===== config.mk =====
export PLATFORM = sky130hd
export DESIGN_NAME = jt12_wrseq
export DESIGN_NICKNAME = d
export VERILOG_FILES = /design/src/rtl/jt12_wrseq_pkg.sv /design/src/rtl/jt12_wrfifo.sv /design/src/rtl/jt12_wrseq.sv
export SDC_FILE = /design/constraint.sdc
export NUM_CORES = 1
export LEC_CHECK = 0
export ABC_CLOCK_PERIOD_IN_PS = 2700
export BUFFER_PORTS_ARGS = -buffer_cell sky130_fd_sc_hd__buf_2
export CAP_MARGIN = 20
export CORE_ASPECT_RATIO = 0.8
export CORE_UTILIZATION = 40
export DETAILED_ROUTE_END_ITERATION = 8
export GPL_TIMING_DRIVEN = 0
export SLEW_MARGIN = 20
export SYNTH_ARGS = -nofsm -noshare
export SYNTH_HDL_FRONTEND = slang
export SYNTH_HIERARCHICAL = 1
export SYNTH_SLANG_ARGS = --single-unit

===== constraint.sdc =====
create_clock -name clk -period 2.7 [get_ports clk]
set_input_delay 0.27 -clock clk [delete_from_list [all_inputs] [get_ports clk]]
set_output_delay 0.27 -clock clk [all_outputs]
set_load 0.05 [all_outputs]

===== src/rtl/jt12_wrseq_pkg.sv =====
// jt12 write sequencer: shared types and FIFO entry layout.
// State encoding, entry field offsets, small constant helper.
package jt12_wrseq_pkg;

  typedef enum logic [2:0] {
    IDLE,
    POLL,
    ADDR,
    GAP,
    DATA,
    RECOVER
  } state_t;

  localparam int ENT_W  = 17;
  localparam int D_LSB  = 0;
  localparam int R_LSB  = 8;
  localparam int P_BIT  = 16;

  function automatic int max3(int a, int b, int c);
    int m;
    m = (a > b) ? a : b;
    return (m > c) ? m : c;
  endfunction

endpackage


===== src/rtl/jt12_wrfifo.sv =====
// Generic synchronous FIFO, power-of-two depth, sync active-high rst.
// Ports: clk, rst, push/din in, pop in, full/empty/head out.
module jt12_wrfifo #(
  parameter int W     = 17,
  parameter int DEPTH = 4
) (
  input  logic         clk,
  input  logic         rst,
  input  logic         push,
  input  logic [W-1:0] din,
  input  logic         pop,
  output logic         full,
  output logic         empty,
  output logic [W-1:0] head
);

  localparam int AW = $clog2(DEPTH);

  logic [W-1:0]  mem [DEPTH];
  logic [AW-1:0] wp;
  logic [AW-1:0] rp;
  logic [AW:0]   cnt;
  logic          do_push;
  logic          do_pop;

  assign full    = (cnt == (AW+1)'(DEPTH));
  assign empty   = (cnt == '0);
  assign head    = mem[rp];
  assign do_push = push & ~full;
  assign do_pop  = pop & ~empty;

  always_ff @(posedge clk) begin
    if (rst) begin
      wp  <= '0;
      rp  <= '0;
      cnt <= '0;
    end else begin
      if (do_push) wp <= wp + AW'(1);
      if (do_pop)  rp <= rp + AW'(1);
      cnt <= cnt + (AW+1)'(do_push)
                 - (AW+1)'(do_pop);
    end
  end

  always_ff @(posedge clk) begin
    if (do_push) mem[wp] <= din;
  end

endmodule


===== src/rtl/jt12_wrseq.sv =====
// Replays queued {part,reg,data} writes onto the jt12 CPU port.
// Ports: clk/rst/cen, req_* host stream, pending/timeout status,
// clr_timeout, ym_dout status in, ym_din/addr/cs_n/wr_n pins out.
module jt12_wrseq
  import jt12_wrseq_pkg::*;
#(
  parameter int DEPTH   = 4,
  parameter int WR_LEN  = 2,
  parameter int SETTLE  = 4,
  parameter int TIMEOUT = 255
) (
  input  logic       clk,
  input  logic       rst,
  input  logic       cen,
  input  logic       req_valid,
  output logic       req_ready,
  input  logic       req_part,
  input  logic [7:0] req_reg,
  input  logic [7:0] req_data,
  output logic       pending,
  output logic       timeout,
  input  logic       clr_timeout,
  input  logic [7:0] ym_dout,
  output logic [7:0] ym_din,
  output logic [1:0] ym_addr,
  output logic       ym_cs_n,
  output logic       ym_wr_n
);

  localparam int CW =
    $clog2(max3(WR_LEN, SETTLE, TIMEOUT) + 1);
  localparam logic [CW-1:0] WR_END = CW'(WR_LEN - 1);
  localparam logic [CW-1:0] ST_END = CW'(SETTLE - 1);
  localparam logic [CW-1:0] TO_END = CW'(TIMEOUT);

  state_t           st;
  logic [CW-1:0]    cnt;
  logic [CW-1:0]    cnt_inc;
  logic             w_part;
  logic [7:0]       w_reg;
  logic [7:0]       w_data;
  logic             full;
  logic             empty;
  logic             pop;
  logic             busy;
  logic [ENT_W-1:0] head;
  logic [ENT_W-1:0] ent;
  logic             unused_dout;

  assign busy        = ym_dout[7];
  assign unused_dout = ^ym_dout[6:0];
  assign cnt_inc     = cnt + CW'(1);
  assign ent         = {req_part, req_reg, req_data};
  assign req_ready   = ~full;
  assign pending     = ~empty | (st != IDLE);
  assign pop = cen & (st == DATA) & (cnt == WR_END);

  jt12_wrfifo #(
    .W     (ENT_W),
    .DEPTH (DEPTH)
  ) u_fifo (
    .clk   (clk),
    .rst   (rst),
    .push  (req_valid),
    .din   (ent),
    .pop   (pop),
    .full  (full),
    .empty (empty),
    .head  (head)
  );

  always_ff @(posedge clk) begin
    if (rst) begin
      st      <= IDLE;
      cnt     <= '0;
      w_part  <= 1'b0;
      w_reg   <= '0;
      w_data  <= '0;
      timeout <= 1'b0;
      ym_cs_n <= 1'b1;
      ym_wr_n <= 1'b1;
      ym_addr <= '0;
      ym_din  <= '0;
    end else begin
      if (clr_timeout) timeout <= 1'b0;
      if (cen) begin
        unique case (st)
          IDLE: begin
            if (!empty) begin
              st      <= POLL;
              cnt     <= '0;
              w_part  <= head[P_BIT];
              w_reg   <= head[R_LSB +: 8];
              w_data  <= head[D_LSB +: 8];
              ym_cs_n <= 1'b0;
              ym_wr_n <= 1'b1;
              ym_addr <= {head[P_BIT], 1'b0};
            end
          end
          POLL: begin
            if (!busy || cnt_inc == TO_END) begin
              // forced write: placed after the clear so set wins
              if (busy) timeout <= 1'b1;
              st      <= ADDR;
              cnt     <= '0;
              ym_cs_n <= 1'b0;
              ym_wr_n <= 1'b0;
              ym_addr <= {w_part, 1'b0};
              ym_din  <= w_reg;
            end else begin
              cnt <= cnt_inc;
            end
          end
          ADDR: begin
            if (cnt == WR_END) begin
              st      <= GAP;
              cnt     <= '0;
              ym_cs_n <= 1'b1;
              ym_wr_n <= 1'b1;
            end else begin
              cnt <= cnt_inc;
            end
          end
          GAP: begin
            st      <= DATA;
            cnt     <= '0;
            ym_cs_n <= 1'b0;
            ym_wr_n <= 1'b0;
            ym_addr <= {w_part, 1'b1};
            ym_din  <= w_data;
          end
          DATA: begin
            if (cnt == WR_END) begin
              st      <= RECOVER;
              cnt     <= '0;
              ym_cs_n <= 1'b1;
              ym_wr_n <= 1'b1;
            end else begin
              cnt <= cnt_inc;
            end
          end
          RECOVER: begin
            if (cnt == ST_END) begin
              st  <= IDLE;
              cnt <= '0;
            end else begin
              cnt <= cnt_inc;
            end
          end
          default: begin
            st  <= IDLE;
            cnt <= '0;
          end
        endcase
      end
    end
  end

endmodule


# --- Yosys cells after proc, flatten, opt, wreduce, memory -nomap -nowiden ---
# Memory sizes are Yosys's and may differ from the RTL's. A register that Yosys moved wholly into a read port is not among the register bits.
# Cells that the tools add are included.
classes:
  n_mul: 0
  shift: 0
  div_mod_pow: 0
  reduce_logical: 15
  eq_ne: 15
  magnitude_cmp: 0
  n_bitwise: 7
  muxes: 31
  n_addsub: 5
op_table:
  columns: ["op", "n"]
  rows:
  - ["8-bit 2-to-1 mux", 5]
  - ["8-bit one-hot mux with 4 select lines", 1]
  - ["3-bit one-hot mux with 6 select lines", 1]
  - ["8-bit one-hot mux with 2 select lines", 1]
  - ["3-bit 2-to-1 mux", 5]
  - ["1-bit 2-to-1 mux", 11]
  - ["3-bit == test (second input constant)", 3]
  - ["8-bit by 1-bit adder with 8-bit output (second input constant)", 1]
  - ["8-bit by 1-bit == test with 1-bit output (second input constant)", 1]
  - ["8-bit by 2-bit == test with 1-bit output (second input constant)", 1]
  - ["8-bit == test (second input constant)", 1]
  - ["2-bit 2-to-1 mux", 4]
  - ["2-bit inequality test (second input constant)", 4]
  - ["1-bit one-hot mux with 4 select lines", 2]
  - ["3-bit by 2-bit == test with 1-bit output (second input constant)", 2]
  - ["3-bit logical NOT", 2]
  - ["2-bit one-hot mux with 3 select lines", 1]
  - ["3-bit AND reduction", 2]
  - ["6-bit AND reduction", 1]
  - ["3-bit nonzero test", 2]
  - ["5-bit AND reduction", 1]
  - ["2-bit by 1-bit adder with 2-bit output (second input constant)", 2]
  - ["1-bit AND", 4]
  - ["2-bit by 1-bit inequality test with 1-bit output (second input constant)", 2]
  - ["other kinds (12)", 13]
word_totals:
  out_inout_bits: 15
  memories: 1
  latch_bits: 0
  inputBits: 30
  reg_bits: 48
  wordCells: 87
  rom_bits: 0
  ram_bits: 68
mem_list:
  columns: ["name", "depth", "width", "read_ports", "rd_clocked_by_memory_dff", "wr", "line", "text"]
  rows:
  - ["u_fifo.mem", 4, 17, 1, 1, 1, "jt12_wrfifo.sv:19", "logic [W-1:0] mem [DEPTH];"]

# --- Depth between registers and ports, before layout ---
logic_depth:
  word_depth: 6
  ltp_mapped: 13
  depth_no_buf: 13

# --- Cells and area by module ---
# The synthesis kept the hierarchy.
modules_own_cells:
  columns: ["mod", "instances", "cells_each", "seq_area_each_um2", "area_each_um2"]
  rows:
  - ["jt12_wrfifo", 1, 140, 2222.1, 2974.1]
  - ["jt12_wrseq", 1, 239, 820.8, 2057.0]

# --- Worst setup path after synthesis ---
# Ideal clock, no wire load.
synth_path:
  path_kind: "reg-to-reg"
  start: "register cnt[2] (netlist name)"
  end: "register u_fifo.cnt[2]"
  t_arrival_ns: 2.413
  path_buffers: 0
  setup_slack_ns: 0.163
  period_less_slack_ns: 2.537
  setup_ns: 0.125
  stages_incl_launch_ff: 13
  required_time_ns: 2.575
  cell_sequence: "dfxtp_1 > nor4_1 > nand3_1 > nor3_1 > o31ai_2 > inv_1 > ha_1 > inv_1 > ha_1 > fa_1 > xnor2_1 > xnor2_1 > nor2_1"
synth_rtl:
  columns: ["item", "line", "text"]
  rows:
  - ["to (signal assigned)", "jt12_wrfifo.sv:40", "cnt <= cnt + (AW+1)'(do_push)"]
  - ["to (decl)", "jt12_wrfifo.sv:22", "logic [AW:0] cnt;"]

==> impl_results.md <==
* Arr. time, crit path at 2890 ps
* Vias at 3206
* DRC at 0
* Die X at 127 um
* Worst slack, placed at -274 ps
* Routed length per instance at 16.1 um
* Slowest-stage cell, CP: fa_2
* Die Ht at 102 um
* H-Tree Depth at 4
* Sink Count at 118
* Diodes inserted at 0
* Initial antenna violation count at 0
* Worst slew margin at 34.9%
* Post-Synth XOR/XNOR Area at 1.57%
* Tot GR Track Use at 16.4%
* Top reg by flops: u_fifo/mem
* Post-synthesis sequential area ratio at 60.5%
* Tmin final at 2620 ps
* Insertion delay of the later-clocked pin in the worst-skew pair at 400 ps
* Max FFs per register at 68
* Largest family of logic cells by synthesized area: simple AND/OR/NAND/NOR gates
* Vias in the first global route at 3013
* Synth Area in Compound Gates at 10.4%
* Multiplexer share of the synthesized area at 10.3%
* Share of the synthesized area in the top cell type at 40.6%
* I/O Pins at 45
* First-pass GRT wire length at 15.6 mm
* Worst hold path class: input port to flip-flop
* Number of synthesized flops with an enable pin at 68
* Cell type with the largest total area after synthesis: edfxtp_1
* Total wire length at 9.99 mm
* Syn Inst Count at 379
* Worst setup SP type: flip-flop
* Max-slew violations at 0
* Starting DRT DRC Count at 225
* Cell depth of the worst hold path at 1
* Layout cells sized above 1 at 25.6%
* Ys async rst share at 0%
* Initial Utilization at 41.2%
* Crit path buf inv count at 3
* Synth Warn # at 6
* Crit-path max FO at 8
* WS Path Type: flip-flop to flip-flop
* Final Hold Viols at 0
* Vias per inst at 5.16
* Crit end category: flip-flop
* Clock-pin slew on the worst setup and hold paths at 60 ps
* Nets@finish at 477
* R2r worst-path depth at 13
* FMAX at 382 MHz
* CP Data Required Time at 2980 ps
* Grt ovf at 0
* Post-Synthesis Cell Area at 0.00503 mm^2
* Top_reg_cell synth: edfxtp_1
* Status: finished clean
* Seq cells post-synth at 118
* Die area at 0.0130 mm^2
* CP Depth at 13
* Yosys cell types at 62
* Cell Rows at 36
* CTS tree: built
* PwrDens at 879 mW/mm^2
* Root buffer cell: clkbuf_16
* Worst ir drop on vdd at 0.516 mV
* Endpoints failing setup at 0
* Crit-path cells: clkbuf_8 -> nor4_4 -> nand3_2 -> nor3_4 -> o31ai_4 -> inv_1 -> ha_1 -> inv_1 -> ha_2 -> fa_2 -> xnor2_2 -> xnor2_1 -> nor2_1
* Syn_nets at 419
* Tot Pwr at 5.39 mW
* Gpl congestion at 0.831
* Clock buffer depth at 2
* Core ar. at 0.0122 mm^2
* Mean Syn Cell Area at 13.3 um^2
* Final ANT Viol Nets at 0
* Post-Synth Simple-Gate Area at 10.4%
* Pre-Repair DR Iteration Count at 4
* HPWL Detailed at 6.64 mm
* I/O Buffers at 37
* Adder-Cell Fraction of Synth Area at 2.84%
* Clk_skew at 7.69 ps
* Least-Margin Pin Slew at 976 ps
* Largest net degree at the start of global routing at 18
* CP peak stage delay at 380 ps
* Layout Utilization at 50.2%
* Crit path top cell by count: inv_1
* Top cells by area, synth: edfxtp_1 41%, dfxtp_1 20%, mux4_2 4.5%, mux4_1 3.7%, nand2_1 3.4%
* LEAKAGE at 2.19 nW
* Total negative slack at 0 ps
* Area Overhead vs Synth at 21.8%
* Min Hold Slack at 77.1 ps
* Worst path top cell family by delay: simple AND/OR/NAND/NOR gates
* Max-cap violations at 0
* CTS Buf Count at 17
* Fin crit share at 96.9%
* Final WS setup at 82.5 ps
synthesized netlist by cell type, types with 5 or more instances:
master    count
edfxtp_1     68
dfxtp_1      50
nand2_1      45
a21oi_1      33
nor2_1       14
inv_1        13
clkbuf_1     10
mux2i_1      10
mux4_2       10
a311oi_1      9
ha_1          9
nand3_1       8
o21ai_0       8
and2_1        7
mux4_1        7
xnor2_1       5
routing by layer:
metal  GRT usage [%]  up-vias  routed length (um)
li1                -     1537                   -
met1            22.0     1590                4870
met2            25.2       71                4610
met3            3.87        8                 390
met4            7.69        0                 126
met5               0        -                   0
per-stage QoR:
step,cells,area [um^2]
6_report,621,6130
5_1_grt,621,6130
4_1_cts,619,6080
3_5_place_dp,587,5430
3_3_place_gp,587,5430
2_1_floorplan,379,5030
power by group:
group,switching (mW),leakage [nW],internal (mW),total [mW]
sequential,0.0990,1.03,2.09,2.19
clock,0.819,0.306,1.55,2.37
combinational,0.553,0.857,0.273,0.826
total,1.47,2.19,3.92,5.39
cell families after synthesis:
group                      Yosys count
DFF                                118
and+or+nand+nor                    105
AOI/OAI and AO/OA                   75
buffers and inverters               33
muxes                               28
adders and majority gates           11
xor gates and xnor gates             9
cell type report:
class                      count  area (um^2)
tap                          171          214
buffer                        19          146
inverter                      13         48.8
sequential                   118         3040
clock inverter                15          203
timing repair buffer          40          208
multi-input combinational    228         1840
clock buffer                  17          425
fill                        1075         6080
final timing paths:
path	start	end	slack (ps)
setup / recovery	cnt[5]	u_fifo/cnt[2]	80
hold reg to reg	w_data[1]	w_data[1]	450
hold / removal	req_data[6]	u_fifo/mem[2][6]	80
setup reg to reg	cnt[5]	u_fifo/cnt[2]	80
worst reg2reg max path: stages, from the launching register on:
cell      delay (ps)
dfxtp_1          310
clkbuf_8         160
nor4_4           350
nand3_2          170
nor3_4           250
o31ai_4          130
inv_1             70
ha_1             110
inv_1             40
ha_2             170
fa_2             380
xnor2_2          180
xnor2_1          130
nor2_1            50
timing repair:
action | in CTS | in global routing
hold buffers | 0 | 0
gates resized for setup | 4 | 5
endpoints found under the setup margin | 2 | 2
setup buffers | 0 | 3
pin swaps | 0 | 6
cells in the final DEF, fill, tap and decap left out, types with 4 or more instances in the layout:
cell type	instances
a311oi_1	9
dfxtp_1	50
mux4_1	7
edfxtp_1	68
mux4_2	10
clkinv_4	4
clkbuf_1	9
nor2_1	14
and2_1	7
nand3_1	7
inv_1	13
o21ai_0	8
a21oi_1	33
or3_1	4
xnor2_1	4
nand2_1	45
xor2_1	4
buf_2	39
buf_4	4
bufinv_16	4
ha_1	8
clkbuf_16	17
mux2i_1	10
Power figures use the tool's default switching activity.
